File: config.mk
export PLATFORM = sky130hd
export DESIGN_NAME = sd_cmd_framer
export DESIGN_NICKNAME = d
export VERILOG_FILES = /design/src/rtl/sd_types_pkg.sv /design/src/rtl/sd_cmd_framer.sv
export SDC_FILE = /design/constraint.sdc
export NUM_CORES = 1
export LEC_CHECK = 0
export CAP_MARGIN = 25
export CORE_MARGIN = 3
export CORE_UTILIZATION = 65
export CTS_BUF_LIST = sky130_fd_sc_hd__clkbuf_2 sky130_fd_sc_hd__clkbuf_4 sky130_fd_sc_hd__clkbuf_8
export DETAILED_ROUTE_END_ITERATION = 10
export DONT_BUFFER_PORTS = 1
export GPL_ROUTABILITY_DRIVEN = 0
export PLACE_DENSITY = 0.92
export SYNTH_ARGS = -nofsm -noshare
export SYNTH_HDL_FRONTEND = slang
export SYNTH_SLANG_ARGS = --single-unit
File: constraint.sdc
create_clock -name clk -period 3.1 [get_ports clk]
set_input_delay 0 -clock clk [delete_from_list [all_inputs] [get_ports clk]]
set_output_delay 0 -clock clk [all_outputs]
set_load 0.005 [all_outputs]
File: src/rtl/sd_types_pkg.sv
// Shared SD types for the RK8E SD controller: big-endian bit numbering (bit 0 = MSB),
// framer state encoding and the serial CRC7 helper.
package sd_types;

  typedef logic [0:7]  sdBYTE_t;
  typedef logic [0:47] sdCMD_t;
  typedef logic [0:31] sdDISKaddr_t;
  typedef logic [0:6]  sdCCRC_t;

  typedef enum logic [2:0] {
    IDLE,
    CRC,
    PRE,
    SEND,
    DONE
  } sdFRAMEstate_t;

  localparam sdBYTE_t sdFILL = 8'hFF;

  // CRC7 (x^7 + x^3 + 1), one byte folded in MSB first.
  function automatic sdCCRC_t crc7(input sdBYTE_t data, input sdCCRC_t crc);
    sdCCRC_t c;
    logic    fb;
    c = crc;
    for (int unsigned i = 0; i < 8; i++) begin
      fb = data[i] ^ c[0];
      c  = {c[1:6], 1'b0};
      if (fb) c = c ^ 7'b0001001;
    end
    return c;
  endfunction

endpackage

File: src/rtl/sd_cmd_framer.sv
// SPI-mode SD command framer: builds the 6-byte command frame with a serial CRC7 and
// streams NPRE fill bytes plus the frame to the SPI byte engine over valid/ready.
module sd_cmd_framer
  import sd_types::*;
#(
  parameter int unsigned NPRE = 1
) (
  input  logic        clk,
  input  logic        reset,
  input  logic        start,
  input  logic [5:0]  cmdIDX,
  input  sdDISKaddr_t cmdARG,
  input  logic        abort,
  output sdBYTE_t     txDATA,
  output logic        txVALID,
  input  logic        txREADY,
  output logic        busy,
  output logic        done,
  output sdCMD_t      frame
);

  localparam logic [3:0] LAST_FILL = (NPRE == 0) ? 4'd0 : 4'(NPRE - 1);

  sdFRAMEstate_t state, state_next;
  logic [2:0]    idx;
  logic [3:0]    fill;
  sdCCRC_t       crc, crc_next;
  logic [0:39]   hdr;
  sdBYTE_t       hdr_byte, frame_byte;
  logic          xfer;

  assign xfer     = txVALID & txREADY;
  assign crc_next = crc7(hdr_byte, crc);

  always_comb begin
    case (idx)
      3'd0:    hdr_byte = hdr[0:7];
      3'd1:    hdr_byte = hdr[8:15];
      3'd2:    hdr_byte = hdr[16:23];
      3'd3:    hdr_byte = hdr[24:31];
      default: hdr_byte = hdr[32:39];
    endcase
  end

  always_comb begin
    case (idx)
      3'd0:    frame_byte = frame[0:7];
      3'd1:    frame_byte = frame[8:15];
      3'd2:    frame_byte = frame[16:23];
      3'd3:    frame_byte = frame[24:31];
      3'd4:    frame_byte = frame[32:39];
      default: frame_byte = frame[40:47];
    endcase
  end

  always_comb begin
    state_next = state;
    txVALID    = 1'b0;
    txDATA     = sdFILL;
    busy       = 1'b0;
    done       = 1'b0;
    case (state)
      IDLE: if (start) state_next = CRC;
      CRC: begin
        busy = 1'b1;
        if (idx == 3'd4) state_next = (NPRE == 0) ? SEND : PRE;
      end
      PRE: begin
        busy    = 1'b1;
        txVALID = 1'b1;
        if (xfer && fill == LAST_FILL) state_next = SEND;
      end
      SEND: begin
        busy    = 1'b1;
        txVALID = 1'b1;
        txDATA  = frame_byte;
        if (xfer && idx == 3'd5) state_next = DONE;
      end
      DONE: begin
        done       = 1'b1;
        state_next = start ? CRC : IDLE;
      end
      default: state_next = IDLE;
    endcase
    if (abort) state_next = IDLE;
  end

  always_ff @(posedge clk or posedge reset) begin
    if (reset) begin
      state <= IDLE;
      idx   <= '0;
      fill  <= '0;
      crc   <= '0;
      hdr   <= '0;
      frame <= '0;
    end else begin
      state <= state_next;
      // Datapath is frozen on abort so a cancelled CRC pass never overwrites frame.
      if (!abort) begin
        case (state)
          IDLE, DONE: begin
            if (start) begin
              hdr <= {2'b01, cmdIDX, cmdARG};
              crc <= '0;
              idx <= '0;
            end
          end
          CRC: begin
            crc <= crc_next;
            if (idx == 3'd4) begin
              frame <= {hdr, crc_next, 1'b1};
              idx   <= '0;
              fill  <= '0;
            end else begin
              idx <= idx + 3'd1;
            end
          end
          PRE:  if (xfer) fill <= fill + 4'd1;
          SEND: if (xfer) idx <= idx + 3'd1;
          default: ;
        endcase
      end
    end
  end

endmodule

# ---- Word level (Yosys, flattened, before mapping)
# Cells that the tools add are included.
dict set report totals {
  register_bits 103
  input_bits 43
}
dict set report op_classes {
  addsub 2
  eq_ne 17
  muxes 30
  bitwise 18
  reduce_logical 17
}
# op count
set ops {}
lappend ops {{$mux 4} 10}
lappend ops {{$pmux 8 s5} 1}
lappend ops {{$pmux 8 s4} 1}
lappend ops {{$mux 3} 8}
lappend ops {{$not 2->2} 8}
lappend ops {{$pmux 3 s5} 1}
lappend ops {{$pmux 7 s2} 1}
lappend ops {{$eq 3x2->1 const B} 4}
lappend ops {{$ne 3x3->1 const B} 4}
lappend ops {{$reduce_and 4->1} 3}
lappend ops {{$eq 3x3->1 const B} 3}
lappend ops {{$pmux 3 s3} 1}
lappend ops {{$reduce_and 3->1} 3}
lappend ops {{$mux 8} 1}
lappend ops {{$ne 2x2->1 const B} 4}
lappend ops {{$pmux 4 s2} 1}
lappend ops {{$xor 1x1->1} 8}
lappend ops {{$mux 7} 1}
lappend ops {{$eq 3x1->1 const B} 2}
lappend ops {{$logic_not 3->1} 2}
lappend ops {{$add 4x1->4 const B} 1}
lappend ops {{$logic_not 4->1} 1}
lappend ops {{$mux 1} 4}
lappend ops {{$reduce_bool 2->1} 2}
lappend ops {{other kinds (7)} 9}

# ---- Logic depth before layout (Yosys ltp)
dict set report depth {
  ltp_word 19
  mapped_depth 12
  ltp_nobuf 9
}

# ---- Worst setup path before layout
# Ideal clock, no wire load.
dict set report synth_path {
  kind {register to register}
  startpoint {register idx[2]}
  endpoint {register frame[6]}
  arrival_time_ns 2.639
  path_slack_ns 0.330
  stages_incl_launch_ff 13
  path_buffers 4
  path_cell_list {dfrtp_1 -> clkbuf_1 -> clkbuf_1 -> inv_1 -> ha_1 -> clkbuf_1 -> o21bai_1 -> buf_4 -> mux2i_1 -> xor2_1 -> xnor2_1 -> xor2_1 -> o21ai_1}
}
dict set report synth_via {
  elab_chain_cells 8
}
# element line
set synth_lines {}
lappend synth_lines {{start, declared} sd_cmd_framer.sv:25} ;# logic [2:0] idx;
lappend synth_lines {{start signal, assigned} sd_cmd_framer.sv:115} ;# idx <= idx + 3'd1;
lappend synth_lines {{start signal, assigned} sd_cmd_framer.sv:119} ;# SEND: if (xfer) idx <= idx + 3'd1;
lappend synth_lines {{$eq 3x2->1 (tied with other cells)} sd_cmd_framer.sv:36} ;# case (idx)
lappend synth_lines {{$pmux 8 s4} sd_cmd_framer.sv:36}
lappend synth_lines {{$xor 1x1->1} sd_types_pkg.sv:26} ;# fb = data[i] ^ c[0];
lappend synth_lines {{$mux 4 (3 in series)} sd_types_pkg.sv:28} ;# if (fb) c = c ^ 7'b0001001;
lappend synth_lines {{$not 2->2 (no source line)} --}
lappend synth_lines {{$mux 4} sd_types_pkg.sv:28}
lappend synth_lines {{end signal, assigned} sd_cmd_framer.sv:111} ;# frame <= {hdr, crc_next, 1'b1};
lappend synth_lines {{end, declared} sd_cmd_framer.sv:19} ;# output sdCMD_t frame
# Several ways; a longest one is shown, not always the timed one.
# A chain may end at the register's enable or synchronous reset.

# ---- Worst setup path in the final report
dict set report layout_path {
  startpoint {register idx[2]}
  endpoint {register frame[4]}
}
dict set report layout_via {
  elab_chain_cells 10
}
# element line
set layout_lines {}
lappend layout_lines {{$eq 3x2->1 (tied with other cells)} sd_cmd_framer.sv:36}
lappend layout_lines {{$pmux 8 s4} sd_cmd_framer.sv:36}
lappend layout_lines {{$xor 1x1->1} sd_types_pkg.sv:26}
lappend layout_lines {{$mux 4} sd_types_pkg.sv:28}
lappend layout_lines {{$xor 1x1->1 / $mux 4 (equally long branches)} {sd_types_pkg.sv:26, sd_types_pkg.sv:28}}
lappend layout_lines {{$mux 4} sd_types_pkg.sv:28}
lappend layout_lines {{$mux 4 / $not 2->2 (equally long branches)} --}
lappend layout_lines {{$mux 4} sd_types_pkg.sv:28}
lappend layout_lines {{$not 2->2 (no source line) / $xor 1x1->1 (equally long branches)} --}
lappend layout_lines {{$mux 4} sd_types_pkg.sv:28}
# Several ways; a longest one is shown, not always the timed one.

==> flow_summary.json <==
{
  "synth_ff_type": "dfrtp_1",
  "status": "finished clean",
  "die_h_um": 92.0,
  "tns_ns": 0,
  "drv_cap": 0,
  "critPathRequiredTime_ns": 3.31,
  "numPortBuffers": 0,
  "tightest_slew_ns": 0.780,
  "power.density_nw_per_um2": 1070,
  "crit_type": "flop to flop",
  "peakVddDrop_v": 0.000690,
  "ys_warn_count": 0,
  "ys_top_cells_by_count": "148 x nand2_1, 103 x dfrtp_1, 36 x mux2_2, 23 x o21ai_0, 18 x clkbuf_1",
  "synth_top_area_share": 0.536,
  "synthTopCellsByArea": "dfrtp_1 54%, nand2_1 12%, mux2_2 8.4%",
  "start_util": 0.689,
  "die_w_um": 92.0,
  "synth_cell_type_count": 45,
  "drive_gt1_frac": 0.138,
  "post-cts-setup-buffers": 0,
  "area_growth_pct": 14.5,
  "seq_area_frac_synth": 0.536,
  "ys_async_sr_fraction": 1.00,
  "fin_crit_sh": 0.920,
  "avgViaCountPerCell": 6.60,
  "leakagePower_uw": 0.00256,
  "antenna_cells": 0,
  "synth_edf_count": 0,
  "grt_remaining_overflow": 0,
  "synthCells": 478,
  "crit_start": "idx[2]",
  "slew_headroom": 0.480,
  "grt_start_max_net_pins": 66,
  "clk_path_buf_depth": 2,
  "h-tree-depth": 3,
  "drtAntennaViolNets": 0,
  "synth_nets": 528,
  "route.vias.total": 4042,
  "hold_path_class": "primary input to flop",
  "crit_path_end_kind": "flop",
  "setup_viol_count_final": 0,
  "clock_latency_ns": 0.37,
  "skew_ns": 0.0160,
  "dp_hpwl_mm": 8.79,
  "period_needed_ns": 2.85,
  "cp_common_cell": "xor2_1",
  "drt_iter0_drc": 579,
  "cpPeakStageDelay_ns": 0.58,
  "clkTransAtPathRegs_ns": 0.11,
  "routed_wl_mm": 13.8,
  "synth_area_um2": 4810,
  "finalMaxSlewViolations": 0,
  "nets": 561,
  "hold_viol_final": 0,
  "firstDrtPassIters": 6,
  "globalRouteTotalUtil": 0.338,
  "ioPinCount": 102,
  "startpoint_type": "flop",
  "rsz0062_at_grt": "no",
  "cp-endpoint": "frame[4]",
  "r2r-start": "idx[2]",
  "rows": 30,
  "cts_tree": "yes",
  "cp.arrival_ns": 3.06,
  "drcViolationCount": 0,
  "grt_pass1_wl_mm": 21.9,
  "crit_fanout": 16,
  "cp_cell_sequence": "inv_1, ha_1, buf_4, nand2_1, o221ai_1, mux2i_1, xor2_1, xor2_1, xor2_1, o21ai_0",
  "coreArea_um2": 6980,
  "power.total_uw": 5880,
  "wl_per_cell_um": 22.6,
  "root_buffer": "clkbuf_8",
  "crit_slowest_cell": "dfrtp_1",
  "grt_pass1_vias": 4024,
  "yosys.area.top_type": "dfrtp_1",
  "numCtsBuffers": 9,
  "cts_sinks": 103,
  "r2r-end": "frame[4]",
  "dieArea_um2": 8470,
  "ys_ff_latch": 103,
  "synth_most_common_cell": "nand2_1",
  "syn_avg_cell_area_um2": 10.1,
  "fmax_mhz": 351,
  "antenna_found_initial": 0,
  "rrSetupSlack_ns": 0.25,
  "r2r_cells": 10
}
==> worst min-delay path by stage <==
stage	startpoint	end	slack [ns]	depth (start not counted)
2_1_floorplan	cmdARG[22]	hdr[17]	0.12	2
3_3_place_gp	reset	frame[28]	0.05	1
3_5_place_dp	reset	hdr[19]	0.06	1
4_1_cts	txREADY	state[0]	0.04	3
5_1_grt	txREADY	fill[1]	0.08	2
6_report	txREADY	state[0]	0.05	3
==> per-layer routing <==
layer	up-vias	GRT usage	part of all wire
li1	1705	-	-
met1	1967	0.430	0.35
met2	320	0.544	0.48
met3	50	0.109	0.13
met4	0	0.126	0.040
met5	-	0	0
==> through the flow <==
stage | cells | instance area (um2) | setup slack, ns | hold WS, ns | util
final | 612 | 5510 | 0.248 | 0.0533 | 0.789
after global routing | 612 | 5510 | 0.123 | 0.0823 | 0.789
after CTS | 612 | 5500 | 0.279 | 0.0442 | 0.788
after detailed placement | 554 | 4900 | 0.366 | 0.0574 | 0.701
after global placement | 554 | 4900 | 0.615 | 0.0522 | 0.701
after floorplan | 478 | 4810 | 0.330 | 0.117 | -
==> cell usage in the layout (no fill, tap or decap), types with 4 or more instances in the layout <==
cell / count
xnor2_1: 7
xor2_1: 11
buf_4: 10
nand2_1: 148
dfrtp_1: 103
inv_1: 11
a221oi_1: 7
a222oi_1: 7
o221ai_1: 5
mux2_2: 36
a22o_1: 4
o21ai_0: 23
o211ai_1: 7
dlygate4sd3_1: 42
a22oi_1: 8
ha_1: 7
o21ai_1: 8
mux2i_1: 6
nor2_1: 12
clkbuf_8: 9
==> worst max-delay path, delay by kind of cell (launching register included) <==
kind            cells  cell delay [ns]
compound gates      2             0.26
xor+xnor            3             0.96
simple gates        1             0.07
fa+ha+maj           1             0.25
flops               1             0.58
mux                 1             0.22
buf+inv             2             0.35
==> kinds of logic (layout without fill, tap and decap cells) <==
kind of cell / after synthesis / count (layout) / synth area share
compound gates: 83 / 83 / 0.122
xor+xnor: 18 / 18 / 0.0328
fa+ha+maj: 7 / 7 / 0.0182
buf+inv: 43 / 81 / 0.0388
flops: 103 / 103 / 0.536
mux: 43 / 43 / 0.0999
other cells: 1 / 1 / 0.000780
simple gates: 180 / 180 / 0.152
==> flip-flops by register name (all words and copies together), names as in the netlist <==
register and count:
state 3, fill 4, hdr 39, crc 7, frame 47, idx 3
==> final cells by class <==
class                           count  area, um2
Sequential cell                   103       2580
Multi-Input combinational cell    332       2060
Fill cell                         408       1480
Timing Repair Buffer               53        515
Clock buffer                       10        131
Tap cell                           96        120
Clock inverter                      6       53.8
Inverter                           12       47.5
==> timing repair <==
| action | 4_1_cts | 5_1_grt |
|---|---|---|
| hold endpoints to repair | 113 | 0 |
| hold buffers | 42 | 0 |
| endpoints found under the setup margin | 0 | 2 |
| resized for setup | 0 | 1 |
==> where the power goes <==
group          total, uW  switching [uW]  internal (uW)  leakage [uW]
combinational       2410            1410            993       0.00115
clock                810             496            314     0.0000924
sequential          2660             709           1950       0.00132
total               5880            2620           3260       0.00256
Note: power is estimated with default switching activity, not from simulation.
